==> src/rtl/npu_dispatch_pkg.sv <==
// Shared definitions for the NPU operand dispatcher: parameter defaults and FSM state encodings.
package npu_dispatch_pkg;

    localparam int DATA_SIZE_DEF = 32;
    localparam int DEPTH_DEF     = 4;
    localparam int TIMEOUT_DEF   = 64;
    localparam int CNT_W_DEF     = 8;

    localparam logic [2:0] ST_IDLE  = 3'd0;
    localparam logic [2:0] ST_ISSUE = 3'd1;
    localparam logic [2:0] ST_GAP   = 3'd2;
    localparam logic [2:0] ST_DONE  = 3'd3;
    localparam logic [2:0] ST_ABORT = 3'd4;

endpackage

==> src/rtl/npu_dispatch_if.sv <==
// Host push channel and NPU en/in1/in2/ack channel of the dispatcher.
// push: pair transfers on a cycle with push_valid & push_ready; npu: pair held with en until ack.
interface npu_dispatch_if #(
    parameter int DATA_SIZE = 32
);
    logic                 push_valid;
    logic [DATA_SIZE-1:0] push_a;
    logic [DATA_SIZE-1:0] push_b;
    logic                 push_ready;
    logic                 npu_en;
    logic [DATA_SIZE-1:0] npu_in1;
    logic [DATA_SIZE-1:0] npu_in2;
    logic                 npu_ack;

    modport master (
        input  push_valid, push_a, push_b, npu_ack,
        output push_ready, npu_en, npu_in1, npu_in2
    );

    modport slave (
        output push_valid, push_a, push_b, npu_ack,
        input  push_ready, npu_en, npu_in1, npu_in2
    );
endinterface

==> src/rtl/npu_dispatch_op_fifo.sv <==
// Synchronous operand-pair FIFO with flush; flush wins over a push in the same cycle.
module npu_op_fifo #(
    parameter int W     = 64,
    parameter int DEPTH = 4
) (
    input  logic         clk,
    input  logic         rst,
    input  logic         push,
    input  logic [W-1:0] push_data,
    input  logic         pop,
    input  logic         flush,
    output logic [W-1:0] head,
    output logic         full,
    output logic         empty
);
    localparam int AW = $clog2(DEPTH);

    logic [W-1:0]  mem [DEPTH];
    logic [AW-1:0] wr_ptr;
    logic [AW-1:0] rd_ptr;
    logic [AW:0]   count;
    logic          push_ok;
    logic          pop_ok;

    assign full    = (count == (AW+1)'(DEPTH));
    assign empty   = (count == '0);
    assign push_ok = push && !full && !flush;
    assign pop_ok  = pop && !empty && !flush;
    assign head    = mem[rd_ptr];

    always_ff @(posedge clk) begin
        if (push_ok) begin
            mem[wr_ptr] <= push_data;
        end
    end

    always_ff @(posedge clk) begin
        if (!rst || flush) begin
            wr_ptr <= '0;
            rd_ptr <= '0;
            count  <= '0;
        end else begin
            if (push_ok) wr_ptr <= wr_ptr + 1'b1;
            if (pop_ok)  rd_ptr <= rd_ptr + 1'b1;
            case ({push_ok, pop_ok})
                2'b10:   count <= count + 1'b1;
                2'b01:   count <= count - 1'b1;
                default: count <= count;
            endcase
        end
    end
endmodule

==> src/rtl/npu_dispatch.sv <==
// Initiator of the NPU operand interface: queues host pairs and issues them one at a time on go.
module npu_dispatch
    import npu_dispatch_pkg::*;
#(
    parameter int DATA_SIZE = DATA_SIZE_DEF,
    parameter int DEPTH     = DEPTH_DEF,
    parameter int TIMEOUT   = TIMEOUT_DEF,
    parameter int CNT_W     = CNT_W_DEF
) (
    input  logic             clk,
    input  logic             rst,
    npu_dispatch_if.master   bus,
    input  logic             go,
    output logic             busy,
    output logic             done,
    output logic             err,
    output logic [CNT_W-1:0] issued_cnt,
    output logic [2:0]       state_dbg
);
    localparam int TW = $clog2(TIMEOUT);

    logic [2:0]             state;
    logic [2:0]             state_nx;
    logic [TW-1:0]          timer;
    logic [DATA_SIZE-1:0]   in1_q;
    logic [DATA_SIZE-1:0]   in2_q;
    logic [2*DATA_SIZE-1:0] head;
    logic                   fifo_full;
    logic                   fifo_empty;
    logic                   ack_take;
    logic                   timed_out;

    assign ack_take  = (state == ST_ISSUE) && bus.npu_ack;
    assign timed_out = (timer == TW'(TIMEOUT - 1));

    // push_ready is gated by rst so the host sees nothing accepted while reset is held
    assign bus.push_ready = rst && !fifo_full;
    assign bus.npu_en     = (state == ST_ISSUE);
    assign bus.npu_in1    = in1_q;
    assign bus.npu_in2    = in2_q;
    assign busy           = (state == ST_ISSUE) || (state == ST_GAP);
    assign done           = (state == ST_DONE);
    assign state_dbg      = state;

    npu_op_fifo #(
        .W     (2*DATA_SIZE),
        .DEPTH (DEPTH)
    ) u_fifo (
        .clk       (clk),
        .rst       (rst),
        .push      (bus.push_valid && bus.push_ready),
        .push_data ({bus.push_a, bus.push_b}),
        .pop       (ack_take),
        .flush     (state == ST_ABORT),
        .head      (head),
        .full      (fifo_full),
        .empty     (fifo_empty)
    );

    always_comb begin
        state_nx = state;
        case (state)
            ST_IDLE:  if (go) state_nx = fifo_empty ? ST_DONE : ST_ISSUE;
            ST_ISSUE: begin
                if (bus.npu_ack)    state_nx = ST_GAP;
                else if (timed_out) state_nx = ST_ABORT;
            end
            ST_GAP:   state_nx = fifo_empty ? ST_DONE : ST_ISSUE;
            ST_DONE:  state_nx = ST_IDLE;
            ST_ABORT: state_nx = ST_IDLE;
            default:  state_nx = ST_IDLE;
        endcase
    end

    always_ff @(posedge clk) begin
        if (!rst) begin
            state      <= ST_IDLE;
            timer      <= '0;
            issued_cnt <= '0;
            err        <= 1'b0;
            in1_q      <= '0;
            in2_q      <= '0;
        end else begin
            state <= state_nx;
            timer <= (state == ST_ISSUE) ? timer + 1'b1 : '0;
            if ((state == ST_IDLE) && go) begin
                err        <= 1'b0;
                issued_cnt <= '0;
            end else if (ack_take) begin
                issued_cnt <= issued_cnt + 1'b1;
            end
            if ((state == ST_ISSUE) && (state_nx == ST_ABORT)) begin
                err <= 1'b1;
            end
            // operands are captured once per request and held through ISSUE and the idle time after
            if ((state_nx == ST_ISSUE) && (state != ST_ISSUE)) begin
                in1_q <= head[2*DATA_SIZE-1:DATA_SIZE];
                in2_q <= head[DATA_SIZE-1:0];
            end
        end
    end
endmodule

==> src/flat_wrapper.sv <==
// flat-port wrapper written by rule: the top's interface ports become plain ports
module npu_dispatch_flat import npu_dispatch_pkg::*;
#(
    parameter int DATA_SIZE = DATA_SIZE_DEF,
    parameter int DEPTH     = DEPTH_DEF,
    parameter int TIMEOUT   = TIMEOUT_DEF,
    parameter int CNT_W     = CNT_W_DEF
)
  (clk, rst, go, busy, done, err, issued_cnt, state_dbg, bus_push_valid, bus_push_a, bus_push_b, bus_npu_ack, bus_push_ready, bus_npu_en, bus_npu_in1, bus_npu_in2);
  npu_dispatch_if #(.DATA_SIZE(DATA_SIZE)) bus_i ();
  input  logic clk;
  input  logic rst;
  input  logic go;
  output logic busy;
  output logic done;
  output logic err;
  output logic [CNT_W-1:0] issued_cnt;
  output logic [2:0] state_dbg;
  input wire logic [$bits(bus_i.push_valid)-1:0] bus_push_valid;
  input wire logic [$bits(bus_i.push_a)-1:0] bus_push_a;
  input wire logic [$bits(bus_i.push_b)-1:0] bus_push_b;
  input wire logic [$bits(bus_i.npu_ack)-1:0] bus_npu_ack;
  output wire logic [$bits(bus_i.push_ready)-1:0] bus_push_ready;
  output wire logic [$bits(bus_i.npu_en)-1:0] bus_npu_en;
  output wire logic [$bits(bus_i.npu_in1)-1:0] bus_npu_in1;
  output wire logic [$bits(bus_i.npu_in2)-1:0] bus_npu_in2;
  assign bus_i.push_valid = bus_push_valid;
  assign bus_i.push_a = bus_push_a;
  assign bus_i.push_b = bus_push_b;
  assign bus_i.npu_ack = bus_npu_ack;
  assign bus_push_ready = bus_i.push_ready;
  assign bus_npu_en = bus_i.npu_en;
  assign bus_npu_in1 = bus_i.npu_in1;
  assign bus_npu_in2 = bus_i.npu_in2;
  npu_dispatch #(.DATA_SIZE(DATA_SIZE), .DEPTH(DEPTH), .TIMEOUT(TIMEOUT), .CNT_W(CNT_W)) u_core (.clk(clk), .rst(rst), .bus(bus_i), .go(go), .busy(busy), .done(done), .err(err), .issued_cnt(issued_cnt), .state_dbg(state_dbg));
endmodule
==> config.mk <==
export PLATFORM = sky130hd
export DESIGN_NAME = npu_dispatch_flat
export DESIGN_NICKNAME = d
export VERILOG_FILES = /design/src/rtl/npu_dispatch_pkg.sv /design/src/rtl/npu_dispatch_if.sv /design/src/rtl/npu_dispatch_op_fifo.sv /design/src/rtl/npu_dispatch.sv /design/src/flat_wrapper.sv
export SDC_FILE = /design/constraint.sdc
export NUM_CORES = 1
export LEC_CHECK = 0
export BUFFER_PORTS_ARGS = -buffer_cell sky130_fd_sc_hd__clkbuf_2
export CAP_MARGIN = 20
export CORE_MARGIN = 3
export CORE_UTILIZATION = 50
export CTS_CLUSTER_SIZE = 30
export DETAILED_ROUTE_END_ITERATION = 12
export PLACE_DENSITY = 0.7
export SYNTH_ARGS = -nofsm -noshare
export SYNTH_HDL_FRONTEND = slang
export SYNTH_HIERARCHICAL = 1
export SYNTH_SLANG_ARGS = --single-unit
==> constraint.sdc <==
create_clock -name clk -period 4.73 [get_ports clk]
set_input_delay 0.7095 -clock clk [delete_from_list [all_inputs] [get_ports clk]]
set_output_delay 0.7095 -clock clk [all_outputs]
set_load 0.05 [all_outputs]
==> metrics <==
Placed Cells 1214; CP peak stage delay 0.60 ns; layout cells sized above 1 ~27%; Final Wtd Congestion 0.743; count of different cell masters after synthesis 48; sw frac between 20% and 30%; startpoint types flip-flop; core box area roughly 26000 sq um; VDD IR max just under 300 uV; CP most frequent cell inv_1; largest net degree at the start of global routing 90; top cell type's share of synthesized area between 50% and 60%; #FFs+latches synth 347; post-synthesis sequential area ratio between 60% and 70%; Slew headroom 29.7%; Routed WL per cell around 22 um; RSZ-0062 raised after global routing false; CTS buffer count 35; Starting Density roughly 52%; num rows roughly 60; Critical path buffers and inverters 2; fraction of the cycle the final worst path needs 64.9%; Hold Path Sink u_core/u_fifo/mem[1][40]; DR vias about 7600; Post-Syn Area 13600 sq um; Net Sw Power 1.57 mW; commonest non-fill, non-tap cell in the layout edfxtp_1; status finished, final reports clean; Hold Buf Count CTS 0; top cells by area, synth edfxtp_1, dfxtp_1, mux4_1; worst reg-to-reg path cell count 10; setup violators final 0; clk_skew about 0.014 ns; yosys warns 6; Skew-Pair Late Insertion Delay roughly 0.50 ns; slowest library cell on the worst path nor3b_1; via/cell ratio 5.92; Worst EP required 5.15 ns; DPL Wire Length about 16 mm; vias in the first global route approximately 7500; cell family with most CP delay simple AND/OR/NAND/NOR gates; setup TNS 0 ns; Cell Chain, Critical Path nor3b_1, nor2b_1, and2_4, inv_1, ha_1, inv_1, fa_1, xor2_1, or3_2, a21oi_1; Setup Buffers After CTS 0; Worst Setup End Kind flip-flop; Yosys top cell by area edfxtp_1; HP Class primary input to flip-flop; gr usage total between 10% and 20%; initial antenna violation count 4; Gate power share around a tenth; IO Pins 149; FF-to-FF End u_core/u_fifo/count[2]; die width about 170 um; commonest non-fill, non-tap cells in the layout edfxtp_1, clkbuf_2, dfxtp_1; grt total ovfl 0; Crit Path Class flip-flop to flip-flop; synthesized area per cell between 15 and 20 sq um; maximum clock path buffer count 3; Clock Tree Root clkbuf_16; WL final 28.1 mm; Levels on crit path 10; first-pass GRT wire length approximately 43 mm; CTS Sinks about 350; setup slack, reg-to-reg 1.66 ns; CTS tree yes; Die ar. 29300 sq um; actual slew at the worst max-slew pin between 1 and 1.5 ns; Slew Viols, Final 0; worst endpoint data arrival time approximately 3.5 ns; fin crit period a little over 3 ns; H-tree levels 2; layout net count 993; port bufs 148; Syn Nets 866; crit path max fanout 11; Die Span Y around 170 um; hold_sp bus_push_a[8]; Worst-path clk slew 0.06 ns; pwr/cell area ~430 nW/um^2; Resize count post-CTS 0; Layout area overhead 14.8%; DR pass1 iterations 5; final cell count without fillers between 1000 and 1500; Seq pwr share 50.6%; Final Hold Slack ~0.42 ns; max frequency between 300 and 400 MHz; Fin. Hold Viols 0; internal power around 5.2 mW; max-cap violations 0; DRC viols 0; Cells after Synth 789; 1st-iter DRT viols 554; # fillers ~2000; leakage roughly 5.3 nW; clock share of power 40.1%; antenna viol nets, final 0; Critical R2R Launch u_core/state_dbg[2]; Hold Path Cell Cnt 1
[power by group through the flow]
stage | clock network [mW] | logic (mW) | registers [mW]
after CTS | 2.76 | 0.630 | 3.41
after detailed placement | 0 | 0.629 | 3.47
final | 2.70 | 0.628 | 3.41
after global placement | 0 | 0.620 | 3.47
after floorplan | 0 | 0.339 | 3.59
after global routing | 2.88 | 0.673 | 3.41
[synth_stat cells, drive strengths merged]
| library cell | count |
|---|---|
| a21oi | 75 |
| a31o | 1 |
| a31oi | 1 |
| and2 | 2 |
| and3 | 5 |
| buf | 38 |
| clkbuf | 28 |
| dfxtp | 91 |
| edfxtp | 256 |
| fa | 1 |
| ha | 7 |
| inv | 11 |
| mux2i | 4 |
| mux4 | 64 |
| nand2 | 13 |
| nand2b | 2 |
| nand3 | 7 |
| nand3b | 1 |
| nand4 | 1 |
| nand4b | 64 |
| nand4bb | 2 |
| nor2 | 13 |
| nor2b | 2 |
| nor3 | 1 |
| nor3b | 3 |
| nor4 | 2 |
| nor4b | 1 |
| o211ai | 1 |
| o21ai | 5 |
| o31ai | 68 |
| or2 | 2 |
| or3 | 5 |
| or3b | 1 |
| or4 | 3 |
| or4b | 1 |
| xnor2 | 3 |
| xor2 | 4 |
[cell type report]
cell class | count | area [sq um] | area share [%]
sequential | 347 | 9520 | 60.8
multi-input combinational | 365 | 3730 | 23.8
clock buffer | 46 | 980 | 6.26
timing repair buffer | 156 | 801 | 5.12
tap | 335 | 419 | 2.68
clock inverter | 16 | 151 | 0.968
inverter | 11 | 41.3 | 0.264
antenna | 1 | 2.50 | 0.0160
[logic make-up (layout without fill, tap and decap cells)]
kind of cell	count (synthesis)	count (layout)	synth area share, %
adders and majority gates	8	8	0.789
other	0	1	0
buffers and inverters	77	229	3.16
muxes	68	68	11.9
xor gates and xnor gates	7	7	0.450
and+or+nand+nor	131	131	7.10
AOI/OAI and AO/OA	151	151	6.88
DFF	347	347	69.8
[worst max-delay path by stage]
stage / start / endpoint / slack, ns
after floorplan: rst / u_core/u_fifo/mem[0][0] / 0.80
after global placement: bus_npu_ack / u_core/u_fifo/count[2] / 1.78
after detailed placement: u_core/state_dbg[2] / u_core/u_fifo/count[2] / 1.69
after CTS: u_core/state_dbg[2] / u_core/u_fifo/count[2] / 1.67
after global routing: u_core/state_dbg[2] / u_core/u_fifo/count[2] / 1.36
final: u_core/state_dbg[2] / u_core/u_fifo/count[2] / 1.66
[per-layer routing]
layer  GRT usage [%]  part of all wire, %
met3            4.14                  6.1
met2            30.2                   49
met1            27.2                   43
met4            5.25                  1.6
met5               0                 0.17
[stage by stage]
stage	cell area (sq um)	power [mW]	setup slack [ns]	utilization [%]
2_1_floorplan	13600	3.92	0.801	-
3_3_place_gp	14500	4.09	1.78	54.9
3_5_place_dp	14500	4.10	1.69	54.9
4_1_cts	15600	6.79	1.67	59.2
5_1_grt	15600	6.97	1.36	59.2
6_report	15600	6.73	1.66	59.2
[flip-flops by register name (all words and copies together) (netlist names), named ones only]
| signal | flops |
|---|---|
| u_core/bus.npu_in1 | 32 |
| u_core/err | 1 |
| u_core/state_dbg | 3 |
| u_core/u_fifo/count | 3 |
| u_core/issued_cnt | 8 |
| u_core/bus.npu_in2 | 32 |
| u_core/timer | 6 |
| u_core/u_fifo/mem | 256 |
| u_core/u_fifo/rd_ptr | 2 |
| u_core/u_fifo/wr_ptr | 2 |
No activity file was read; power rests on OpenSTA's default activity.
